[src/rtl/rwf_pkg.sv]
// Shared types and default sizing for the windowed register file.
package rwf_pkg;

  typedef enum logic {
    IDLE,
    CLEAR
  } rwf_state_t;

  localparam int DEF_DATA_W = 16;
  localparam int DEF_NWIN   = 4;
  localparam int DEF_WREGS  = 8;

endpackage

[src/rtl/rwf_win_ptr.sv]
// Window pointer with saturating call/return and one-cycle reject flags.
module rwf_win_ptr #(
  parameter int NWIN = 4,
  parameter int PW   = $clog2(NWIN)
) (
  input  logic          clk,
  input  logic          rst,
  input  logic          inc,
  input  logic          dec,
  input  logic          enable,
  output logic [PW-1:0] cwp,
  output logic          ovf,
  output logic          unf
);

  localparam logic [PW-1:0] TOP = PW'(NWIN - 1);

  // Simultaneous inc and dec cancel out without raising either flag.
  always_ff @(posedge clk) begin
    if (!rst) begin
      cwp <= '0;
      ovf <= 1'b0;
      unf <= 1'b0;
    end else begin
      ovf <= 1'b0;
      unf <= 1'b0;
      if (enable && inc && !dec) begin
        if (cwp == TOP) ovf <= 1'b1;
        else            cwp <= cwp + 1'b1;
      end else if (enable && dec && !inc) begin
        if (cwp == '0) unf <= 1'b1;
        else           cwp <= cwp - 1'b1;
      end
    end
  end

endmodule

[src/rtl/reg_window_file.sv]
// Windowed register file: two combinational read ports, one write port,
// a movable window pointer and a multi-cycle clear of the current window.
module reg_window_file
  import rwf_pkg::*;
#(
  parameter int DATA_W = DEF_DATA_W,
  parameter int NWIN   = DEF_NWIN,
  parameter int WREGS  = DEF_WREGS
) (
  input  logic                       clk,
  input  logic                       rst,
  input  logic [$clog2(WREGS)-1:0]   rd_addr_a,
  output logic [DATA_W-1:0]          rd_data_a,
  input  logic [$clog2(WREGS)-1:0]   rd_addr_b,
  output logic [DATA_W-1:0]          rd_data_b,
  input  logic                       wr_en,
  input  logic [$clog2(WREGS)-1:0]   wr_addr,
  input  logic [DATA_W-1:0]          wr_data,
  input  logic                       win_inc,
  input  logic                       win_dec,
  input  logic                       win_clr,
  output logic [$clog2(NWIN)-1:0]    cwp,
  output logic                       busy,
  output logic                       win_ovf,
  output logic                       win_unf
);

  localparam int AW    = $clog2(WREGS);
  localparam int PW    = $clog2(NWIN);
  localparam int WORDS = NWIN * WREGS;

  rwf_state_t         state, state_next;
  logic [AW-1:0]      clr_idx;
  logic [PW-1:0]      clr_win;
  logic               accept;
  logic [DATA_W-1:0]  mem [WORDS];

  // Ordinary operations are only taken in IDLE and only when no clear is requested.
  assign accept = (state == IDLE) && !win_clr;
  assign busy   = (state == CLEAR);

  rwf_win_ptr #(
    .NWIN (NWIN),
    .PW   (PW)
  ) u_win_ptr (
    .clk    (clk),
    .rst    (rst),
    .inc    (win_inc),
    .dec    (win_dec),
    .enable (accept),
    .cwp    (cwp),
    .ovf    (win_ovf),
    .unf    (win_unf)
  );

  always_comb begin
    state_next = state;
    case (state)
      IDLE:    if (win_clr) state_next = CLEAR;
      CLEAR:   if (clr_idx == AW'(WREGS - 1)) state_next = IDLE;
      default: state_next = IDLE;
    endcase
  end

  always_ff @(posedge clk) begin
    if (!rst) begin
      state   <= IDLE;
      clr_idx <= '0;
      clr_win <= '0;
    end else begin
      state <= state_next;
      if (state == IDLE && win_clr) begin
        clr_idx <= '0;
        clr_win <= cwp;
      end else if (state == CLEAR) begin
        clr_idx <= clr_idx + 1'b1;
      end
    end
  end

  // Word address is {window, index}, so clearing the latched window cannot touch others.
  always_ff @(posedge clk) begin
    if (!rst) begin
      for (int i = 0; i < WORDS; i++) mem[i] <= '0;
    end else if (state == CLEAR) begin
      mem[{clr_win, clr_idx}] <= '0;
    end else if (accept && wr_en) begin
      mem[{cwp, wr_addr}] <= wr_data;
    end
  end

  assign rd_data_a = mem[{cwp, rd_addr_a}];
  assign rd_data_b = mem[{cwp, rd_addr_b}];

endmodule

[config.mk]
export PLATFORM = sky130hd
export DESIGN_NAME = reg_window_file
export DESIGN_NICKNAME = d
export VERILOG_FILES = /design/src/rtl/rwf_pkg.sv /design/src/rtl/rwf_win_ptr.sv /design/src/rtl/reg_window_file.sv
export SDC_FILE = /design/constraint.sdc
export NUM_CORES = 1
export LEC_CHECK = 0
export BUFFER_PORTS_ARGS = -buffer_cell sky130_fd_sc_hd__buf_2
export CAP_MARGIN = 15
export CORE_MARGIN = 1
export CORE_UTILIZATION = 45
export CTS_CLUSTER_DIAMETER = 40
export DETAILED_ROUTE_END_ITERATION = 12
export GPL_ROUTABILITY_DRIVEN = 0
export SYNTH_ARGS = -nofsm -noshare
export SYNTH_HDL_FRONTEND = slang
export SYNTH_SLANG_ARGS = --single-unit
[constraint.sdc]
create_clock -name clk -period 6.5 [get_ports clk]
set_input_delay 0.975 -clock clk [delete_from_list [all_inputs] [get_ports clk]]
set_output_delay 0.975 -clock clk [all_outputs]
set_load 0.005 [all_outputs]
==> results of run 1 <==
-- power by group --
part | switching, mW | total, mW | internal, mW
combinational | 0.546 | 0.810 | 0.265
sequential | 0.0829 | 3.90 | 3.81
clock | 1.75 | 4.57 | 2.82
-- worst register-to-register path, stage by stage, from the launching register on --
cell and delay [ns]:
dfxtp_1 0.43, and4bb_4 0.74, mux2i_1 0.42, and2_1 0.57, nand2_2 0.45, nand2_1 0.81
-- area by class of cell --
type / count / area, um^2 / share of cell area
clock buffer: 96 / 2230 / 0.0718
clock inverter: 60 / 623 / 0.0200
inverter: 3 / 11.3 / 0.000362
multi-input combinational: 1621 / 10900 / 0.350
sequential: 522 / 15600 / 0.501
tap: 782 / 978 / 0.0315
timing repair buffer: 109 / 796 / 0.0256
-- cell usage after synthesis (all sizes together) --
cell type,n,share of area
nand2,116,0.020
inv,2,0.00027
a21oi,36,0.0066
nor3b,2,0.00055
a211oi,1,0.00027
and3,7,0.0016
a222oi,1,0.00036
or2b,1,0.00027
a22oi,224,0.061
or2,1,0.00023
nor2,523,0.072
nor2b,8,0.0018
and4bb,1,0.00059
o21ai,3,0.00055
nand3b,1,0.00027
mux2i,520,0.19
a31oi,6,0.0014
nand4,26,0.0059
dfxtp,10,0.0073
nor3,10,0.0042
clkbuf,120,0.016
clkinv,1,0.00014
nor4b,1,0.00032
mux2,2,0.00096
nor4bb,1,0.00036
and2b,1,0.00027
edfxtp,512,0.56
ha,2,0.00091
and2,5,0.0011
nand3,122,0.022
buf,97,0.022
-- per-stage QoR --
stage / power [mW] / util
after detailed placement: 4.75 / 0.468
final: 9.28 / 0.516
after global placement: 4.74 / 0.468
after floorplan: 4.42 / -
after global routing: 9.47 / 0.516
after CTS: 9.26 / 0.516
-- sequential cells by signal, summed over array words and instances (netlist names) --
signal	flops
u_win_ptr.unf	1
u_win_ptr.ovf	1
clr_idx	3
clr_win	2
busy	1
u_win_ptr.cwp	2
mem	512
-- metal layers --
metal,vias up,global-route usage,part of all wire
met5,-,0,0.00045
met2,1169,0.478,0.45
met1,10200,0.413,0.40
met4,6,0.157,0.052
met3,221,0.0629,0.097
li1,8708,-,-
-- layout by cell type (no fill, tap or decap), types with 3 or more instances in the layout --
master        n
nand4_1      26
clkbuf_1      7
nand3_1     122
clkinvlp_4    7
o21ai_0       3
mux2i_1     519
and3_1        7
a22oi_1     224
edfxtp_1    512
buf_12       10
clkbuf_16    87
clkinv_4      3
nor3_2        4
nand2_2      37
nor3_4        4
nand2_1      75
nor2b_4       4
inv_6        16
a31oi_1       6
dfxtp_1      10
buf_2        65
nor2_1      520
bufinv_16     8
buf_4        32
and2_1        3
clkinv_2     14
nand2_4       4
a21oi_1      36
clkinv_1      9
-- path summary, 6_finish.rpt --
check	start	to	slack, ns	cells after the start
hold reg to reg	clr_win[1]	clr_win[1]	0.59	2
setup / recovery	rd_addr_b[1]	rd_data_b[5]	2.06	7
setup reg to reg	busy	mem[9][7]	2.70	5
hold / removal	clr_win[1]	clr_win[1]	0.59	2
-- logic make-up (layout without fill, tap and decap cells) --
family,Yosys count,after routing
simple gates,826,826
mux,522,522
flops,522,522
compound gates,271,271
buf+inv,220,268
fa+ha+maj,2,2
==> results_dict.tcl, run 1 <==
set metrics [dict create \
    numClockSinks 522 \
    crit_arrival_ns 3.47 \
    num_io_pins 68 \
    yosys_warnings 0 \
    routed_via_density 6.37 \
    finalSetupViolCount 0 \
    cpMostUsedCell "buf_2" \
    outcome "completed" \
    postLayoutCellArea_um2 31100 \
    ctsResizeCount 0 \
    die-area_um2 61900 \
    track_usage 0.309 \
    clk_latency_ns 0.64 \
    instances_no_fill 3193 \
    slowest_delay_ns 0.81 \
    finalHoldViolCount 0 \
    yosysUniqueCellTypes 42 \
    postSynthAreaPerCell_um2 11.6 \
    drt_pre_antenna_iters 8 \
    chipWidth_um 249 \
    antenna_cells 0 \
    netlist_instances 2363 \
    worst_slack_ns 2.06 \
    root_buffer "clkbuf_16" \
    ys_seq_area_frac 0.568 \
    grt_max_degree 77 \
    nets 2374 \
    slowest_stage "nor2b_4" \
    skew_ns 0.0249 \
    grt_pass1_wl_mm 138 \
    synth_compound_area_frac 0.0704 \
    path_delay_family "simple AND/OR/NAND/NOR gates" \
    crit_chain "buf_2 -> nor2b_4 -> buf_4 -> a22oi_1 -> nand3_1 -> nand4_1 -> buf_2" \
    wl_per_cell_um 30.5 \
    crit_path_max_fanout 27 \
    drive_gt1_frac 0.131 \
    rows 90 \
    io_buffer_count 67 \
    rsz0062_at_grt "false" \
    fillers 5205 \
    synth_adder_area_share 0.000912 \
    grt_pass1_vias 19900 \
    required_ns 5.52 \
    tns_ns 0 \
    netlist_area_um2 27400 \
    core-area_um2 60200 \
    cp-start-kind "input port" \
    dpl.hpwl_mm 61.9 \
    hp-class "reg -> reg" \
    worstSetupPathType "in -> out" \
    placed_cell_area_um2 28200 \
    yosys_register_bits 522 \
    drc 0 \
    cts_buffer_depth 3 \
    synth_top_family_by_area "multiplexers" \
    htreeDepth 3 \
    hold_slack_ns 0.594 \
    vdd_drop_max_mv 0.219 \
    dpl.cell_count 3037 \
    chipHeight_um 249 \
    max-slew-margin-rel 0.217 \
    cp_num_buf_inv 3 \
    synth_xor_area_frac 0 \
    dp_slack_ns 2.09 \
    path_clk_slew_ns 0.05 \
    fin_crit_sh 0.683 \
    area_growth_pct 13.3 \
    syn_nets 2396 \
    maxSlewViolCount 0 \
    cts_tree "built" \
    start_util 0.455 \
    power_density_nw_per_um2 298 \
    holdBufCountCts 0 \
    synthSimpleGateAreaFrac 0.131 \
    ant_nets 0 \
    fin_crit_ns 4.44 \
    cts_setup_buffers 0 \
    drt-initial-drc-count 2634 \
    fmax_mhz 225 \
    synth.area.mux_share 0.191 \
    cts_buffers 84 \
    wl_mm 97.3 \
    p_leak_nw 11.6 \
    tightestPinTransition_ns 1.18 \
    globalRouteOverflowTotal 0 \
    endpoint_kind "output pin" \
    vias 20300 \
    max-cap-violations 0 \
    antenna_found_initial 3 \
]
Note: power is estimated with default switching activity, not from simulation.
==> run 2: changes to the inputs <==
==> constraint.sdc (replaced) <==
create_clock -name clk -period 4.3 [get_ports clk]
set_input_delay 0.645 -clock clk [delete_from_list [all_inputs] [get_ports clk]]
set_output_delay 0.645 -clock clk [all_outputs]
set_load 0.005 [all_outputs]
==> results_dict.tcl, run 2 (synthesized netlist as in run 1, its figures left out) <==
set metrics [dict create \
    drc 0 \
    crit_path_max_fanout 26 \
    largest_reg_flops 512 \
    fin_crit_sh 0.826 \
    vdd_drop_max_mv 0.383 \
    rows 90 \
    worstSetupPathType "reg -> out" \
    fin_crit_ns 3.55 \
    fillers 5089 \
    clk_latency_ns 0.62 \
    rsz0062_at_grt "false" \
    htreeDepth 3 \
    hp-class "in -> reg" \
    holdBufCountCts 0 \
    cp_num_buf_inv 1 \
    grt_pass1_vias 20200 \
    crit_cells 5 \
    chipHeight_um 249 \
    grt_pass1_wl_mm 133 \
    chipWidth_um 249 \
    endpoint_kind "output pin" \
    drt-initial-drc-count 2546 \
    holdPathStages 4 \
    required_ns 3.65 \
    num_io_pins 68 \
    start_util 0.455 \
    dpl.hpwl_mm 58.7 \
    ant_nets 0 \
    tightestPinTransition_ns 1.19 \
    track_usage 0.293 \
    layout_commonest_cell "nor2_1" \
    r2r_cells 5 \
    wl_mm 91.6 \
    numClockSinks 522 \
    die-area_um2 61900 \
    cp-start-kind "flop" \
    utilization 0.527 \
    wl_per_cell_um 28.1 \
    tns_ns 0 \
    regMostFlops "mem" \
    ctsResizeCount 0 \
    slowest_stage "or2_2" \
    p_leak_nw 12.0 \
    skew_ns 0.0171 \
    cts_buffers 83 \
    vias 20300 \
    core-area_um2 60200 \
    crit_arrival_ns 2.91 \
    slowest_delay_ns 0.72 \
    power_density_nw_per_um2 440 \
    root_buffer "clkbuf_16" \
    max-slew-margin-rel 0.200 \
    maxSlewViolCount 0 \
    antenna_cells 0 \
    area_growth_pct 15.7 \
    grt_max_degree 65 \
    drt_pre_antenna_iters 8 \
    finalHoldViolCount 0 \
    crit_chain "or2_2 -> a21oi_1 -> nand3_1 -> nand4_1 -> buf_2" \
    globalRouteOverflowTotal 0 \
    fmax_mhz 281 \
    path_clk_slew_ns 0.05 \
    cts_setup_buffers 0 \
    routed_via_density 6.22 \
    outcome "completed" \
    max-cap-violations 0 \
    drive_gt1_frac 0.155 \
    path_delay_family "simple AND/OR/NAND/NOR gates" \
    power_mw 14.0 \
    antenna_found_initial 2 \
    cts_buffer_depth 3 \
    finalSetupViolCount 0 \
    reg_top3 "mem x512, clr_idx x3" \
    most-common-layout-cells "nor2_1 (520), mux2i_1 (519), edfxtp_1 (512)" \
    nets 2451 \
    io_buffer_count 67 \
    cts_tree "built" \
]
-- run 2: per-layer routing --
layer	GRT usage	part of all wire	vias to the layer above
li1	-	-	8865
met1	0.382	0.39	10200
met4	0.117	0.036	2
met3	0.0597	0.089	215
met5	0	0.00014	-
met2	0.480	0.48	1056
-- run 2: final cells by class --
type,instances,area (um^2),share of cell area
well taps,782,978,0.0308
inverters,3,11.3,0.000355
clock inverters,63,742,0.0234
multi-input cells,1621,10800,0.341
clock buffers,88,2120,0.0667
flip-flops and latches,522,15600,0.491
repair buffers,187,1480,0.0467
-- run 2: worst paths after layout --
kind                     from          endpoint  slack (ns)
max          u_win_ptr.cwp[0]     rd_data_a[10]        0.75
min                   win_dec  u_win_ptr.cwp[0]        0.38
max reg2reg              busy       mem[21][15]        1.11
min reg2reg        clr_win[1]        clr_win[1]        0.52
-- run 2: worst min-delay path, cell delays in order --
cell and delay (ns):
buf_2 0.13, inv_1 0.05, a222oi_1 0.06, nor2_1 0.08
-- run 2: where the power goes --
part           internal, mW  leakage (nW)  switching (mW)
logic                 0.439          5.28           0.798
clock network          4.26          1.39            2.58
registers              5.76          5.37           0.120
total                  10.5          12.0            3.50
-- run 2: stage by stage --
step | setup slack [ns] | instances | instance area [um^2] | hold WS [ns]
3_5_place_dp | 0.801 | 3113 | 28800 | 0.506
5_1_grt | 0.693 | 3266 | 31700 | 0.393
4_1_cts | 0.843 | 3264 | 31700 | 0.361
6_report | 0.746 | 3266 | 31700 | 0.383
2_1_floorplan | 1.38 | 2363 | 27400 | 0.463
3_3_place_gp | 0.843 | 3113 | 28800 | 0.502
